===== src/rtl/cpu_regs_wr_arb.sv =====
// Register-file write-port arbiter: pipeline writeback vs. buffered external writes.
// Optional starvation guard enabled by defining RISC16_WR_ARB_STARVE_GUARD_EN.

package risc16;
    localparam int REG_ADDR_WIDTH = 4;
    localparam int REG_DATA_WIDTH = 16;

    typedef struct packed {
        logic                      wr_en;
        logic [REG_ADDR_WIDTH-1:0] reg_addr;
        logic [REG_DATA_WIDTH-1:0] wr_data;
    } wb_task_t;
endpackage

module cpu_regs_wr_arb
    import risc16::*;
#(
    parameter int FIFO_DEPTH   = 4,
    parameter int STARVE_LIMIT = 4
) (
    input  logic                            clk_i,
    input  logic                            rst_i,
    input  wb_task_t                        pipe_task_i,
    output logic                            pipe_stall_o,
    input  logic                            ext_valid_i,
    input  logic [REG_ADDR_WIDTH-1:0]       ext_addr_i,
    input  logic [REG_DATA_WIDTH-1:0]       ext_data_i,
    output logic                            ext_ready_o,
    output wb_task_t                        task_o,
    output logic [2**REG_ADDR_WIDTH-1:0]    pend_mask_o,
    output logic [$clog2(FIFO_DEPTH):0]     fifo_cnt_o
);

    localparam int PTR_W    = $clog2(FIFO_DEPTH);
    localparam int CNT_W    = PTR_W + 1;
    localparam int NUM_REGS = 2**REG_ADDR_WIDTH;
    localparam logic [CNT_W-1:0] DEPTH_C = CNT_W'(FIFO_DEPTH);

    logic [PTR_W-1:0]          wr_ptr_q, wr_ptr_d;
    logic [PTR_W-1:0]          rd_ptr_q, rd_ptr_d;
    logic [CNT_W-1:0]          cnt_q, cnt_d;
    logic [REG_ADDR_WIDTH-1:0] addr_mem_q [FIFO_DEPTH];
    logic [REG_ADDR_WIDTH-1:0] addr_mem_d [FIFO_DEPTH];
    logic [REG_DATA_WIDTH-1:0] data_mem_q [FIFO_DEPTH];
    logic [REG_DATA_WIDTH-1:0] data_mem_d [FIFO_DEPTH];

    logic push;
    logic pop;
    logic empty;
    logic force_grant;

`ifdef RISC16_WR_ARB_STARVE_GUARD_EN
    localparam int STARVE_W = $clog2(STARVE_LIMIT + 1);
    localparam logic [STARVE_W-1:0] STARVE_C = STARVE_W'(STARVE_LIMIT);

    logic [STARVE_W-1:0] starve_q, starve_d;

    assign force_grant = !rst_i && !empty && (starve_q == STARVE_C);

    always_comb begin
        starve_d = starve_q;
        if (empty || pop) begin
            starve_d = '0;
        end else begin
            starve_d = starve_q + STARVE_W'(1);
        end
    end

    always_ff @(posedge clk_i) begin
        if (rst_i) begin
            starve_q <= '0;
        end else begin
            starve_q <= starve_d;
        end
    end
`else
    logic starve_limit_unused;

    assign starve_limit_unused = (STARVE_LIMIT > 0);
    assign force_grant         = 1'b0;
`endif

    assign empty        = (cnt_q == '0);
    assign ext_ready_o  = !rst_i && (cnt_q < DEPTH_C);
    assign push         = ext_valid_i && ext_ready_o;
    assign pipe_stall_o = force_grant;
    assign fifo_cnt_o   = cnt_q;

    // A forced head beats the pipeline; otherwise the pipeline beats the buffer.
    always_comb begin
        task_o = '0;
        pop    = 1'b0;
        if (!rst_i) begin
            if (force_grant || (!pipe_task_i.wr_en && !empty)) begin
                task_o.wr_en    = 1'b1;
                task_o.reg_addr = addr_mem_q[rd_ptr_q];
                task_o.wr_data  = data_mem_q[rd_ptr_q];
                pop             = 1'b1;
            end else if (pipe_task_i.wr_en) begin
                task_o = pipe_task_i;
            end
        end
    end

    always_comb begin
        wr_ptr_d   = wr_ptr_q;
        rd_ptr_d   = rd_ptr_q;
        cnt_d      = cnt_q;
        addr_mem_d = addr_mem_q;
        data_mem_d = data_mem_q;
        if (push) begin
            addr_mem_d[wr_ptr_q] = ext_addr_i;
            data_mem_d[wr_ptr_q] = ext_data_i;
            wr_ptr_d             = wr_ptr_q + PTR_W'(1);
        end
        if (pop) begin
            rd_ptr_d = rd_ptr_q + PTR_W'(1);
        end
        case ({push, pop})
            2'b10:   cnt_d = cnt_q + CNT_W'(1);
            2'b01:   cnt_d = cnt_q - CNT_W'(1);
            default: cnt_d = cnt_q;
        endcase
    end

    // Slot i holds a live entry when its distance from the read pointer is below the count.
    always_comb begin
        logic [PTR_W-1:0] offset;
        pend_mask_o = '0;
        offset      = '0;
        if (!rst_i) begin
            for (int i = 0; i < FIFO_DEPTH; i++) begin
                offset = PTR_W'(i) - rd_ptr_q;
                if (CNT_W'(offset) < cnt_q) begin
                    pend_mask_o[addr_mem_q[i]] = 1'b1;
                end
            end
            if (push) begin
                pend_mask_o[ext_addr_i] = 1'b1;
            end
        end
    end

    always_ff @(posedge clk_i) begin
        if (rst_i) begin
            wr_ptr_q <= '0;
            rd_ptr_q <= '0;
            cnt_q    <= '0;
        end else begin
            wr_ptr_q <= wr_ptr_d;
            rd_ptr_q <= rd_ptr_d;
            cnt_q    <= cnt_d;
        end
    end

    always_ff @(posedge clk_i) begin
        addr_mem_q <= addr_mem_d;
        data_mem_q <= data_mem_d;
    end

endmodule


===== config.mk =====
export PLATFORM = sky130hd
export DESIGN_NAME = cpu_regs_wr_arb
export DESIGN_NICKNAME = d
export VERILOG_FILES = /design/src/rtl/cpu_regs_wr_arb.sv
export SDC_FILE = /design/constraint.sdc
export NUM_CORES = 1
export LEC_CHECK = 0
export ABC_AREA = 1
export CORE_ASPECT_RATIO = 0.9
export CORE_MARGIN = 5
export CORE_UTILIZATION = 40
export CTS_BUF_LIST = sky130_fd_sc_hd__clkbuf_16
export DETAILED_ROUTE_END_ITERATION = 8
export GPL_ROUTABILITY_DRIVEN = 0
export PLACE_DENSITY = 0.6
export REMOVE_ABC_BUFFERS = 1
export SETUP_SLACK_MARGIN = 0.4
export SYNTH_ARGS = -nofsm -noshare
export SYNTH_HDL_FRONTEND = slang
export SYNTH_SLANG_ARGS = --single-unit

===== constraint.sdc =====
create_clock -name clk_i -period 2.6 [get_ports clk_i]
set_clock_uncertainty 0.15 [all_clocks]
set_input_delay 0.52 -clock clk_i [delete_from_list [all_inputs] [get_ports clk_i]]
set_output_delay 0.52 -clock clk_i [all_outputs]
set_load 0.02 [all_outputs]

==> metrics.txt <==
status=finished with violations; failing checks=negative setup slack; clock buffer count from CTS=9; final routed DRC violation total=0; fmax=0.3499 GHz; crit path launch type=flop; hold depth=2; Main synth FF type=edfxtp_1; Critical path buffers and inverters=5; first-pass GRT wire length=24.30 mm; Top Ports=86; Vias/cell=5.160; Routed Antenna Nets=0; Non-Filler Instances=956; CTS tree=built; Clock Sinks=87; VDD IR max=0.0003489 V; Root Buffer=clkbuf_16; worst reg2reg endpoint=fifo_cnt_o[2]; WL final=15.73 mm; WP data arrival=2.19 ns; CP Capture Type=output pin; All-Layer GR Usage=0.2103; setup repair after global routing missed its margin=yes; Final Slew Violations=0; Die Y=116.7 µm; worst hold endpoint=wr_ptr_q[1]; DP Cell Count=910; final hold viol count=0; Crit path depth=14; Avg Inst Size Synth=7.950 µm²; ANT cells=0; largest net degree at the start of global routing=21; setup TNS=-3.461 ns; met1 WL=6.921 mm; worst skew pair latency=0.34 ns; pwr/cell area=553.7 nW/µm²; commonest cells after routing, fill and taps aside=108 x nand2_1, 86 x inv_1, 83 x nor2_1; Setup violations, final=16; Seq cells post-synth=87; PortBufs=84; Placed Area=6407 µm²; die area=14990 µm²; Crit-path slowest cell=dfxtp_4; Synth warnings=0; met3 wire length=~860 µm; Max Cap Viol=0; routed length per instance=~16 µm; crit share post-route=1.099; H-tree depth=3; Hold WC Path Type=flop to flop; DR top layer=met4; critical path class=flop to output pin; maximum fanout along the worst path=6; critical path's largest stage delay=0.37 ns; final-layout fill cell count=1054; global route total overflow=0; fin worst setup slack=-0.2584 ns; cts hold-fix bufs=0; flop-to-flop setup slack=0.34 ns; number of synthesized flops with an enable pin=80; post-synth cell types=25; Die W=128.5 µm; Longest Clk Path Bufs=2; Vias=4933; Seq/Total Area, Yosys=0.5028; Starting DRT DRC Count=about 380; commonest non-fill, non-tap cell in the layout=nand2_1; initial antenna violation count=0; cell count after synthesis=636; first-pass iteration count of the detailed router=5; Required @ worst endpoint=between 1.5 and 2 ns; WL met2=7.377 mm; Initial Utilization=0.4032; # rows=39; synthesized area=5056 µm²; clock slew at reported path FFs=0.06 ns; Area Growth Syn to Fin=49.57%; ys async rst share=0; core box area=12540 µm²; critical path cell sequence=nand2_4 -> inv_4 -> nor2_4 -> inv_2 -> ha_4 -> inv_2 -> nor2_2 -> nand2_2 -> buf_6 -> nand3_4 -> nand3_2 -> nor2_2 -> nor2_1 -> buf_4; hold wc startpoint=wr_ptr_q[1]; fin nets=roughly 840; FF-to-FF path depth=14; min Tclk post-route=2.858 ns; static leakage=approximately 3.2 nW; CP delay by family, top=simple AND/OR/NAND/NOR gates; placed wire-length estimate=10.69 mm; vias in the first global route=4744; Reg-to-Reg Start=fifo_cnt_o[1]; layout cell share with drive strength beyond 1=0.3270; cell area after layout=7562 µm²
Yosys cell counts, types with 2 or more instances:
library cell  instances  share of area
buf_2                 4         0.0040
nor2_1               99          0.073
clkbuf_1             10         0.0074
ha_1                  9          0.022
nand2_1             133          0.099
o21ai_1              26          0.026
or2_2                16          0.020
dfxtp_1               7          0.028
nand3_1              58          0.057
nand2_2               6         0.0074
a21oi_1              27          0.027
o21ai_0              16          0.016
inv_1                95          0.071
inv_2                 2         0.0015
buf_4                 8          0.012
edfxtp_1             80           0.48
nand4_1              32          0.040
area by class of cell:
type,instances,area (µm²),area share
Clock inverter,7,77.57,0.01026
Tap cell,164,205.2,0.02713
Multi-Input combinational cell,428,2447,0.3236
Clock buffer,9,225.2,0.02978
Inverter,97,384.1,0.05079
Sequential cell,87,2552,0.3375
Timing Repair Buffer,164,1670,0.2209
metrics by stage:
step	setup slack [ns]	hold slack (ns)	total power, mW	utilization
after CTS	-0.2485	0.3878	4.116	0.5822
after global routing	-0.3484	0.4461	4.376	0.6030
after global placement	-0.5317	0.3599	2.532	0.5109
after detailed placement	-0.5782	0.3791	2.549	0.5109
final	-0.2584	0.4040	4.187	0.6030
after floorplan	-0.4918	0.3397	2.068	-
registers in the layout (all words and copies together) (netlist names):
register and flops:
addr_mem_q 16, data_mem_q 64, rd_ptr_q 2, fifo_cnt_o 3, wr_ptr_q 2
worst max-delay path by stage:
stage	startpoint	to	slack, ns
2_1_floorplan	rd_ptr_q[1]	pend_mask_o[9]	-0.49
3_3_place_gp	rst_i	pend_mask_o[10]	-0.53
3_5_place_dp	rst_i	pend_mask_o[10]	-0.58
4_1_cts	rd_ptr_q[0]	pend_mask_o[1]	-0.25
5_1_grt	rd_ptr_q[0]	pend_mask_o[1]	-0.35
6_report	rd_ptr_q[0]	pend_mask_o[1]	-0.26
cell families (layout without fill, tap and decap cells):
family / count (synthesis) / in the layout / synth area share
fa+ha+maj: 10 / 10 / 0.02623
buf+inv: 121 / 277 / 0.09824
compound gates: 69 / 69 / 0.06830
other cells: 1 / 1 / 0.0007417
simple gates: 347 / 347 / 0.3019
xor+xnor: 1 / 1 / 0.001733
flops: 87 / 87 / 0.5028
timing repair:
item / 4_1_cts / 5_1_grt
gates cloned: 5 / 0
resized for setup: 301 / 61
setup buffers: 23 / 2
endpoints found under the setup margin: 40 / 39
pin swaps: 31 / 42
layer usage:
layer,up-vias,global-route usage
met4,0,0.09167
met2,185,0.3391
met1,2313,0.2792
met5,-,0
li1,2395,-
met3,40,0.03887
worst register-to-register path, cell delays in order (launching register included):
cell      delay, ns
dfxtp_2        0.36
clkinv_4       0.10
buf_6          0.13
nand3_4        0.08
buf_6          0.10
nand2_4        0.06
buf_6          0.13
nor2_4         0.09
ha_4           0.14
inv_4          0.04
fa_2           0.36
a21oi_2        0.12
o21ai_1        0.08
xor2_1         0.16
nor2_1         0.10
where the power goes:
part	internal (mW)	switching, mW	total (mW)	leakage [nW]
clock	0.754	0.540	1.29	0.148
sequential	1.57	0.0242	1.60	0.786
combinational	0.584	0.714	1.30	2.30
Note: power is estimated with default switching activity, not from simulation.
